--- src/rtl/keypad_pkg.sv ---
// keypad_pkg: shared FSM states, column drive order and code width for the keypad scanner
package keypad_pkg;
  typedef enum logic [1:0] {SCAN, DEBOUNCE, PRESSED, RELEASE} state_e;
  localparam int CODE_W = 4;
  localparam logic [3:0] COL_ORDER [4] = '{4'b1110, 4'b1101, 4'b1011, 4'b0111};
  function automatic logic one_low(input logic [3:0] r);
    return $countones(~r) == 1;
  endfunction
  function automatic logic [1:0] low_idx(input logic [3:0] r);
    return !r[0] ? 2'd0 : !r[1] ? 2'd1 : !r[2] ? 2'd2 : 2'd3;
  endfunction
endpackage

--- src/rtl/tick_gen.sv ---
// tick_gen: free-running prescaler, one-cycle tick every SCAN_TICK+1 clocks
module tick_gen #(
  parameter int PRESCALER_WIDTH = 16,
  parameter int SCAN_TICK       = 62500
) (
  input  logic clk,
  input  logic reset,
  output logic tick
);
  logic [PRESCALER_WIDTH-1:0] cnt_q, cnt_d;
  assign tick  = cnt_q == PRESCALER_WIDTH'(SCAN_TICK);
  assign cnt_d = tick ? '0 : cnt_q + 1'b1;
  always_ff @(posedge clk or negedge reset)
    if (!reset) cnt_q <= '0;
    else cnt_q <= cnt_d;
endmodule

--- src/rtl/keypad_scan.sv ---
// keypad_scan: 4x4 matrix scanner with per-tick debounce of press and release
module keypad_scan
  import keypad_pkg::*;
#(
  parameter int PRESCALER_WIDTH = 16,
  parameter int SCAN_TICK       = 62500,
  parameter int DEBOUNCE_SCANS  = 4
) (
  input  logic              clk,
  input  logic              reset,
  input  logic [3:0]        row_in,
  output logic [3:0]        col_out,
  output logic [CODE_W-1:0] key_code,
  output logic              key_valid,
  output logic              key_held
);
  localparam logic [3:0] DB_LAST = 4'(DEBOUNCE_SCANS - 1);
  logic [3:0] s1_q, sync_q, cnt_q, cnt_d;
  logic [1:0] col_q, col_d, row_q, row_d;
  logic [CODE_W-1:0] code_q, code_d;
  logic valid_q, valid_d, tick, hit, lat_low;
  state_e state_q, state_d;
  tick_gen #(.PRESCALER_WIDTH(PRESCALER_WIDTH), .SCAN_TICK(SCAN_TICK)) u_tick (
    .clk  (clk),
    .reset(reset),
    .tick (tick)
  );
  assign hit     = one_low(sync_q) && low_idx(sync_q) == row_q;
  assign lat_low = !sync_q[row_q];
  always_comb begin
    state_d = state_q;
    col_d   = col_q;
    row_d   = row_q;
    cnt_d   = cnt_q;
    code_d  = code_q;
    valid_d = 1'b0;
    if (tick)
      case (state_q)
        SCAN:
          if (one_low(sync_q)) begin
            row_d   = low_idx(sync_q);
            cnt_d   = '0;
            state_d = DEBOUNCE;
          end else col_d = col_q + 2'd1;
        DEBOUNCE:
          if (hit) begin
            cnt_d = cnt_q + 4'd1;
            if (cnt_d == DB_LAST) begin
              state_d = PRESSED;
              code_d  = {row_q, col_q};
              valid_d = 1'b1;
            end
          end else begin
            state_d = SCAN;
            col_d   = col_q + 2'd1;
          end
        PRESSED:
          if (!lat_low) begin
            state_d = RELEASE;
            cnt_d   = '0;
          end
        RELEASE:
          if (lat_low) state_d = PRESSED;
          else begin
            cnt_d = cnt_q + 4'd1;
            if (cnt_d == DB_LAST) begin
              state_d = SCAN;
              col_d   = col_q + 2'd1;
            end
          end
        default: state_d = SCAN;
      endcase
  end
  // rows are asynchronous to clk: two flops before any decision
  always_ff @(posedge clk or negedge reset)
    if (!reset) begin
      s1_q    <= 4'hF;
      sync_q  <= 4'hF;
      state_q <= SCAN;
      col_q   <= '0;
      row_q   <= '0;
      cnt_q   <= '0;
      code_q  <= '0;
      valid_q <= 1'b0;
    end else begin
      s1_q    <= row_in;
      sync_q  <= s1_q;
      state_q <= state_d;
      col_q   <= col_d;
      row_q   <= row_d;
      cnt_q   <= cnt_d;
      code_q  <= code_d;
      valid_q <= valid_d;
    end
  assign col_out   = COL_ORDER[col_q];
  assign key_code  = code_q;
  assign key_valid = valid_q;
  assign key_held  = state_q == PRESSED || state_q == RELEASE;
endmodule

--- config.mk ---
export PLATFORM = sky130hd
export DESIGN_NAME = keypad_scan
export DESIGN_NICKNAME = d
export VERILOG_FILES = /design/src/rtl/keypad_pkg.sv /design/src/rtl/tick_gen.sv /design/src/rtl/keypad_scan.sv
export SDC_FILE = /design/constraint.sdc
export NUM_CORES = 1
export LEC_CHECK = 0
export BUFFER_PORTS_ARGS = -buffer_cell sky130_fd_sc_hd__buf_2
export CAP_MARGIN = 30
export CORE_MARGIN = 2
export CORE_UTILIZATION = 52
export CTS_CLUSTER_SIZE = 40
export DETAILED_ROUTE_END_ITERATION = 12
export PLACE_DENSITY = 0.73
export SLEW_MARGIN = 5
export SYNTH_ARGS = -nofsm -noshare
export SYNTH_HDL_FRONTEND = slang
export SYNTH_SLANG_ARGS = --single-unit
--- constraint.sdc ---
create_clock -name clk -period 3 [get_ports clk]
set_clock_uncertainty 0.2 [all_clocks]
set_input_delay 0.6 -clock clk [delete_from_list [all_inputs] [get_ports clk]]
set_output_delay 0.6 -clock clk [all_outputs]
set_load 0.02 [all_outputs]
==> results of run 1 <==
## cell type report
class	count	area, sq um
timing repair buffer	18	97.6
multi-input combinational	119	966
fill	309	1410
sequential	39	986
clock buffer	8	100
inverter	18	67.6
tap	48	60.1
## power by group through the flow
| stage | logic (mW) | registers, mW | clock network [mW] |
|---|---|---|---|
| after global routing | 0.0591 | 0.539 | 0.417 |
| final | 0.0518 | 0.539 | 0.386 |
| after CTS | 0.0453 | 0.539 | 0.398 |
| after global placement | 0.0430 | 0.548 | 0 |
| after floorplan | 0.0239 | 0.549 | 0 |
| after detailed placement | 0.0452 | 0.548 | 0 |
## worst max-delay path: stages (launching register included)
cell and delay, ns:
sky130_fd_sc_hd__dfstp_2 0.56, sky130_fd_sc_hd__fa_1 0.41, sky130_fd_sc_hd__inv_1 0.07, sky130_fd_sc_hd__ha_1 0.13, sky130_fd_sc_hd__ha_1 0.22, sky130_fd_sc_hd__or3b_4 0.41, sky130_fd_sc_hd__nor2_1 0.25, sky130_fd_sc_hd__nand4_4 0.17
sky130_fd_sc_hd__mux2_1 0.35
## synth_stat cells (3+ instances only)
cell | count | share of area
sky130_fd_sc_hd__xor2_1 | 4 | 0.017
sky130_fd_sc_hd__o21ai_1 | 7 | 0.017
sky130_fd_sc_hd__ha_1 | 11 | 0.069
sky130_fd_sc_hd__nand4_1 | 4 | 0.012
sky130_fd_sc_hd__and3_1 | 3 | 0.0093
sky130_fd_sc_hd__dfrtp_1 | 31 | 0.39
sky130_fd_sc_hd__nor2_1 | 12 | 0.022
sky130_fd_sc_hd__dfstp_2 | 8 | 0.10
sky130_fd_sc_hd__nand2_1 | 8 | 0.015
sky130_fd_sc_hd__o21ai_0 | 4 | 0.010
sky130_fd_sc_hd__mux2_1 | 6 | 0.034
sky130_fd_sc_hd__nand3_1 | 11 | 0.027
sky130_fd_sc_hd__and4_1 | 3 | 0.013
sky130_fd_sc_hd__xnor2_1 | 10 | 0.044
sky130_fd_sc_hd__inv_1 | 16 | 0.030
sky130_fd_sc_hd__a21oi_1 | 5 | 0.012
## through the flow
stage / hold slack (ns) / worst slack [ns] / instance area (sq um)
finish: 0.157 / 0.120 / 2280
CTS: 0.157 / 0.0234 / 2250
global route: 0.159 / -0.00444 / 2280
global placement: 0.146 / 0.0732 / 2150
floorplan: 0.104 / 0.0748 / 2010
detailed placement: 0.147 / 0.0195 / 2150
## state kept, by name, indices dropped and copies added, names as in the netlist
register / flops
col_q: 2
cnt_q: 4
row_q: 2
key_valid: 1
sync_q: 4
state_q: 2
u_tick.cnt_q: 16
s1_q: 4
key_code: 4
## what timing repair did
| action | CTS | global route |
|---|---|---|
| buffers inserted | 0 | 0 |
| resized for setup | 0 | 5 |
| setup endpoints to repair | 0 | 10 |
## kinds of logic after synthesis
| logic type | count (synthesis) |
|---|---|
| buf+inv | 21 |
| mux | 7 |
| xor+xnor | 14 |
| simple gates | 59 |
| compound gates | 27 |
| fa+ha+maj | 12 |
| flops | 39 |
## per-layer routing
metal / part of all wire / track usage
met3: 0.034 / 0.0409
met1: 0.45 / 0.224
met4: 0.015 / 0.0714
met2: 0.50 / 0.324
met5: 0 / 0
## worst max path at each step
stage	start	slack, ns	cells past startpoint	end
2_1_floorplan	sync_q[0]$_DFF_PN1_	0.07	9	col_q[1]$_DFFE_PN0P_
4_1_cts	sync_q[1]$_DFF_PN1_	0.02	9	col_q[1]$_DFFE_PN0P_
5_1_grt	sync_q[1]$_DFF_PN1_	-0.004	9	col_q[1]$_DFFE_PN0P_
6_report	sync_q[1]$_DFF_PN1_	0.12	8	key_code[1]$_DFFE_PN0P_
3_5_place_dp	sync_q[1]$_DFF_PN1_	0.02	9	col_q[1]$_DFFE_PN0P_
3_3_place_gp	sync_q[1]$_DFF_PN1_	0.07	9	col_q[1]$_DFFE_PN0P_
==> impl_metrics.json, run 1 <==
{
  "status": "finished clean",
  "postRouteWirelength_um": 3570,
  "timing.final.max_slew_violations": 0,
  "max_clock_freq_mhz": 347,
  "clock_tree_from_tritoncts": "yes",
  "grt_start_max_net_pins": 40,
  "switching_power_mw": 0.213,
  "yosys_warnings": 0,
  "place.detailed.hpwl_um": 2550,
  "crit_fanout": 4,
  "post-route-util": 0.617,
  "grt_first_pass_wirelength_um": 6260,
  "synth-seq-area-share": 0.491,
  "cellPowerDensity_nw_per_um2": 429,
  "max_buffers_root_to_sink": 2,
  "timing.setup.critical_path_class": "reg2reg",
  "syn-mean-instance-area_sq_um": 11.2,
  "timing_worst_slew_pin_value_ns": 0.857,
  "async_flop_share": 1.00,
  "hp-class": "reg2reg",
  "antennaDiodeCount": 0,
  "port_buffers": 15,
  "r2r_end": "key_code[1]$_DFFE_PN0P_",
  "syn_to_final_growth_pct": 13.4,
  "cts.sink_count": 39,
  "power.share.switching": 0.218,
  "start_kind": "flop",
  "cts_hold_repair.buffers": 0,
  "clock_insertion_delay_worst_skew_ns": 0.29,
  "timing.final.crit_period_ns": 2.88,
  "cts-htree-levels": 2,
  "postSynthNetCount": 197,
  "drc": 0,
  "hold_path_depth": 0,
  "antenna_violating_nets_post_route": 0,
  "layoutNonFillerInstCount": 250,
  "synth_adder_area_share": 0.0785,
  "synth_enable_flop_cells": 0,
  "drt_pass1_iterations": 4,
  "ios": 16,
  "r2r_start": "sync_q[1]$_DFF_PN1_",
  "route.vias.total": 1360,
  "detail_route.iter0.violations": 98,
  "gp_congestion": 0.778,
  "mostFrequentLayoutCell": "sky130_fd_sc_hd__dfrtp_1",
  "grt_overflow_total": 0,
  "initial_antenna_violation_count": 0,
  "floorplan.initialDensity": 0.544,
  "combPwrFrac": 0.053,
  "finalCritPeriodShare": 0.960,
  "cp_data_arrival_time_ns": 2.85,
  "synth-seq-cells": 39,
  "finalSetupViolCount": 0,
  "grt_pass1_vias": 1422,
  "r2r_setup_slack_ns": 0.12,
  "synth_top_flop_cell": "sky130_fd_sc_hd__dfrtp_1",
  "timing.critical_path.to_type": "flop",
  "synth_cell_types": 43,
  "synthesis.instances": 179,
  "cts_root_buf": "sky130_fd_sc_hd__clkbuf_8",
  "cts.reportedPaths.clkPinSlew_ns": 0.07,
  "synth_compound_area_frac": 0.0866,
  "wp_data_required_ns": 2.97,
  "die_x_um": 66.1,
  "synth.mux.area_fraction": 0.0449,
  "core-area_sq_um": 3690,
  "yosys.area_share.xor_xnor": 0.0611,
  "die_h_um": 66.1,
  "routed_via_density": 5.44,
  "die_outline_area_sq_um": 4380,
  "routed_wire_length_per_instance_um": 14.3,
  "final_nets": 219,
  "mappedNetlistArea_sq_um": 2010,
  "synth_top_family_by_area": "simple AND/OR/NAND/NOR gates",
  "cts_buffers": 5,
  "internal_power_mw": 0.763,
  "r2r_cells": 8,
  "hold_path_end": "sync_q[0]$_DFF_PN1_",
  "drive_gt1_frac": 0.243,
  "layout_common_cells": "sky130_fd_sc_hd__dfrtp_1 (31), sky130_fd_sc_hd__inv_1 (16), sky130_fd_sc_hd__buf_2 (15)",
  "cap_viol_max_count": 0,
  "slew_headroom": 0.429,
  "leakage_nw": 1.05,
  "post_synth_and_or_nand_nor_area_fraction": 0.197,
  "vdd_ir_drop_max_uv": 300,
  "grt_usage": 0.186,
  "setup-tns-final_ns": 0,
  "power.sequential.fraction": 0.552,
  "final_hold_viol_count": 0,
  "power.clock.fraction": 0.395,
  "post-layout-total-power_mw": 0.976,
  "hold_path.startpoint": "s1_q[0]$_DFF_PN1_",
  "dp.cells": 242,
  "core.rowCount": 22
}
Note: power is estimated with default switching activity, not from simulation.
==> inputs of run 2 (changes only) <==
- CORE_MARGIN: 2 -> unset
==> run 2 against run 1 <==
Wire length grew 3.6%. Global-route usage rose by 1.9 points. Total power increased by 0.77%. Hold slack gained 0.00056 ns. First-iteration DRC count is 17% lower. Via count increased by 3.8%. Final area increased by 0.77%. Highest routed layer unchanged. Cell count up 0.80%. Core utilization is 0.47 points higher. Critical path type unchanged.
==> impl_metrics.json, run 2 (synthesis results as in run 1) <==
{
  "grt_first_pass_wirelength_um": 6310,
  "final_area_sq_um": 2290,
  "r2r_setup_slack_ns": 0.04,
  "initial_antenna_violation_count": 0,
  "timing.final.max_slew_violations": 0,
  "switching_power_mw": 0.216,
  "floorplan.initialDensity": 0.544,
  "gp_congestion": 0.826,
  "placed_standard_cell_area_sq_um": 2150,
  "cts.reportedPaths.clkPinSlew_ns": 0.08,
  "post-route-util": 0.622,
  "finalSetupViolCount": 0,
  "routed_wire_length_per_instance_um": 14.7,
  "crit_fanout": 3,
  "timing.final.crit_period_ns": 2.96,
  "top_register": "u_tick.cnt_q",
  "start_kind": "flop",
  "cts.sink_count": 39,
  "cellPowerDensity_nw_per_um2": 429,
  "cap_viol_max_count": 0,
  "core.rowCount": 22,
  "cts_root_buf": "sky130_fd_sc_hd__clkbuf_8",
  "drt_pass1_iterations": 5,
  "die_h_um": 64.1,
  "detailedPlace.worstSlack_ns": 0.00192,
  "clock_tree_from_tritoncts": "yes",
  "route.vias.total": 1411,
  "grt_pass1_vias": 1406,
  "antenna_violating_nets_post_route": 0,
  "r2r_start": "sync_q[3]$_DFF_PN1_",
  "drc": 0,
  "cts-htree-levels": 2,
  "hold-worst-slack_ns": 0.157,
  "mostFrequentLayoutCell": "sky130_fd_sc_hd__dfrtp_1",
  "ios": 16,
  "cts_buffers": 5,
  "layout_common_cells": "sky130_fd_sc_hd__dfrtp_1 (31), sky130_fd_sc_hd__inv_1 (16), sky130_fd_sc_hd__buf_2 (15)",
  "fillers": 308,
  "status": "finished clean",
  "slew_headroom": 0.446,
  "routed_via_density": 5.60,
  "final_hold_viol_count": 0,
  "die_outline_area_sq_um": 4110,
  "critPathCapture": "col_q[1]$_DFFE_PN0P_",
  "leakage_nw": 1.06,
  "setup-tns-final_ns": 0,
  "internal_power_mw": 0.768,
  "detail_route.iter0.violations": 81,
  "vdd_ir_drop_max_uv": 397,
  "antennaDiodeCount": 0,
  "largest_register_ff_count": 16,
  "drive_gt1_frac": 0.255,
  "core-area_sq_um": 3690,
  "power.clock.fraction": 0.390,
  "cp_data_arrival_time_ns": 2.94,
  "grt_usage": 0.205,
  "combPwrFrac": 0.063,
  "r2r_cells": 9,
  "grt_overflow_total": 0,
  "max_clock_freq_mhz": 338,
  "port_buffers": 15,
  "finalCritPeriodShare": 0.986,
  "grt_start_max_net_pins": 40,
  "worstSetupStartpoint": "sync_q[3]$_DFF_PN1_",
  "syn_to_final_growth_pct": 14.3,
  "power.share.switching": 0.219,
  "hp-class": "reg2reg",
  "wp_data_required_ns": 2.98,
  "die_x_um": 64.1,
  "timing_worst_slew_pin_value_ns": 0.832,
  "timing.setup.critical_path_class": "reg2reg",
  "postRouteWirelength_um": 3690,
  "power.sequential.fraction": 0.548,
  "place.detailed.hpwl_um": 2610,
  "r2r_end": "col_q[1]$_DFFE_PN0P_",
  "max_buffers_root_to_sink": 2,
  "clock_insertion_delay_worst_skew_ns": 0.29,
  "final_nets": 221,
  "timing.critical_path.to_type": "flop",
  "setup_slack_ns": 0.0416
}
run 2: changes by cell type in the layout (fill, tap and decap cells not counted), sizes merged:
cell / delta
buf: +2
run 2: stage by stage:
step                std cells  power [mW]
floorplan                 179       0.573
global placement          242       0.591
detailed placement        242       0.595
CTS                       250       0.981
global route              252        1.02
finish                    252       0.984
run 2: power groups by stage:
stage	registers, mW	clock network (mW)	logic, mW
6_report	0.539	0.383	0.0615
3_5_place_dp	0.549	0	0.0467
4_1_cts	0.539	0.396	0.0471
3_3_place_gp	0.548	0	0.0430
5_1_grt	0.539	0.414	0.0673
2_1_floorplan	0.549	0	0.0239
run 2: repair_timing:
action | CTS | global route
hold buffers | 0 | 0
setup endpoints to repair | 0 | 10
gates resized for setup | 0 | 6
buffers inserted | 0 | 2
run 2: layer usage:
metal / share of wire / global-route usage / vias up
met4: 0.027 / 0.0917 / 0
met5: 0 / 0 / -
met3: 0.040 / 0.0536 / 10
met1: 0.42 / 0.244 / 696
li1: - / - / 665
met2: 0.51 / 0.348 / 40
run 2: critical path, cell delays in order (launching register included):
cell	delay [ns]
sky130_fd_sc_hd__dfstp_2	0.55
sky130_fd_sc_hd__fa_1	0.42
sky130_fd_sc_hd__inv_1	0.08
sky130_fd_sc_hd__ha_1	0.15
sky130_fd_sc_hd__ha_1	0.23
sky130_fd_sc_hd__or3b_4	0.41
sky130_fd_sc_hd__a21oi_4	0.15
sky130_fd_sc_hd__a311oi_2	0.12
sky130_fd_sc_hd__a31oi_2	0.18
sky130_fd_sc_hd__mux2_1	0.34
run 2: layout make-up:
class                           instances  area, sq um  area share
Sequential cell                        39          986       0.430
Multi-Input combinational cell        119          968       0.422
Timing Repair Buffer                   20          113      0.0491
Clock buffer                            8          100      0.0436
Inverter                               18         67.6      0.0294
Tap cell                               48         60.1      0.0262
run 2: how the worst min path moves through the flow:
| stage | start | endpoint | slack, ns | cells after the start |
|---|---|---|---|---|
| after floorplan | reset | cnt_q[0]$_DFFE_PN0P_ | 0.10 | 0 |
| after global placement | s1_q[2]$_DFF_PN1_ | sync_q[2]$_DFF_PN1_ | 0.15 | 0 |
| after detailed placement | s1_q[3]$_DFF_PN1_ | sync_q[3]$_DFF_PN1_ | 0.15 | 0 |
| after CTS | s1_q[3]$_DFF_PN1_ | sync_q[3]$_DFF_PN1_ | 0.16 | 0 |
| after global routing | s1_q[2]$_DFF_PN1_ | sync_q[2]$_DFF_PN1_ | 0.16 | 0 |
| final | s1_q[3]$_DFF_PN1_ | sync_q[3]$_DFF_PN1_ | 0.16 | 0 |
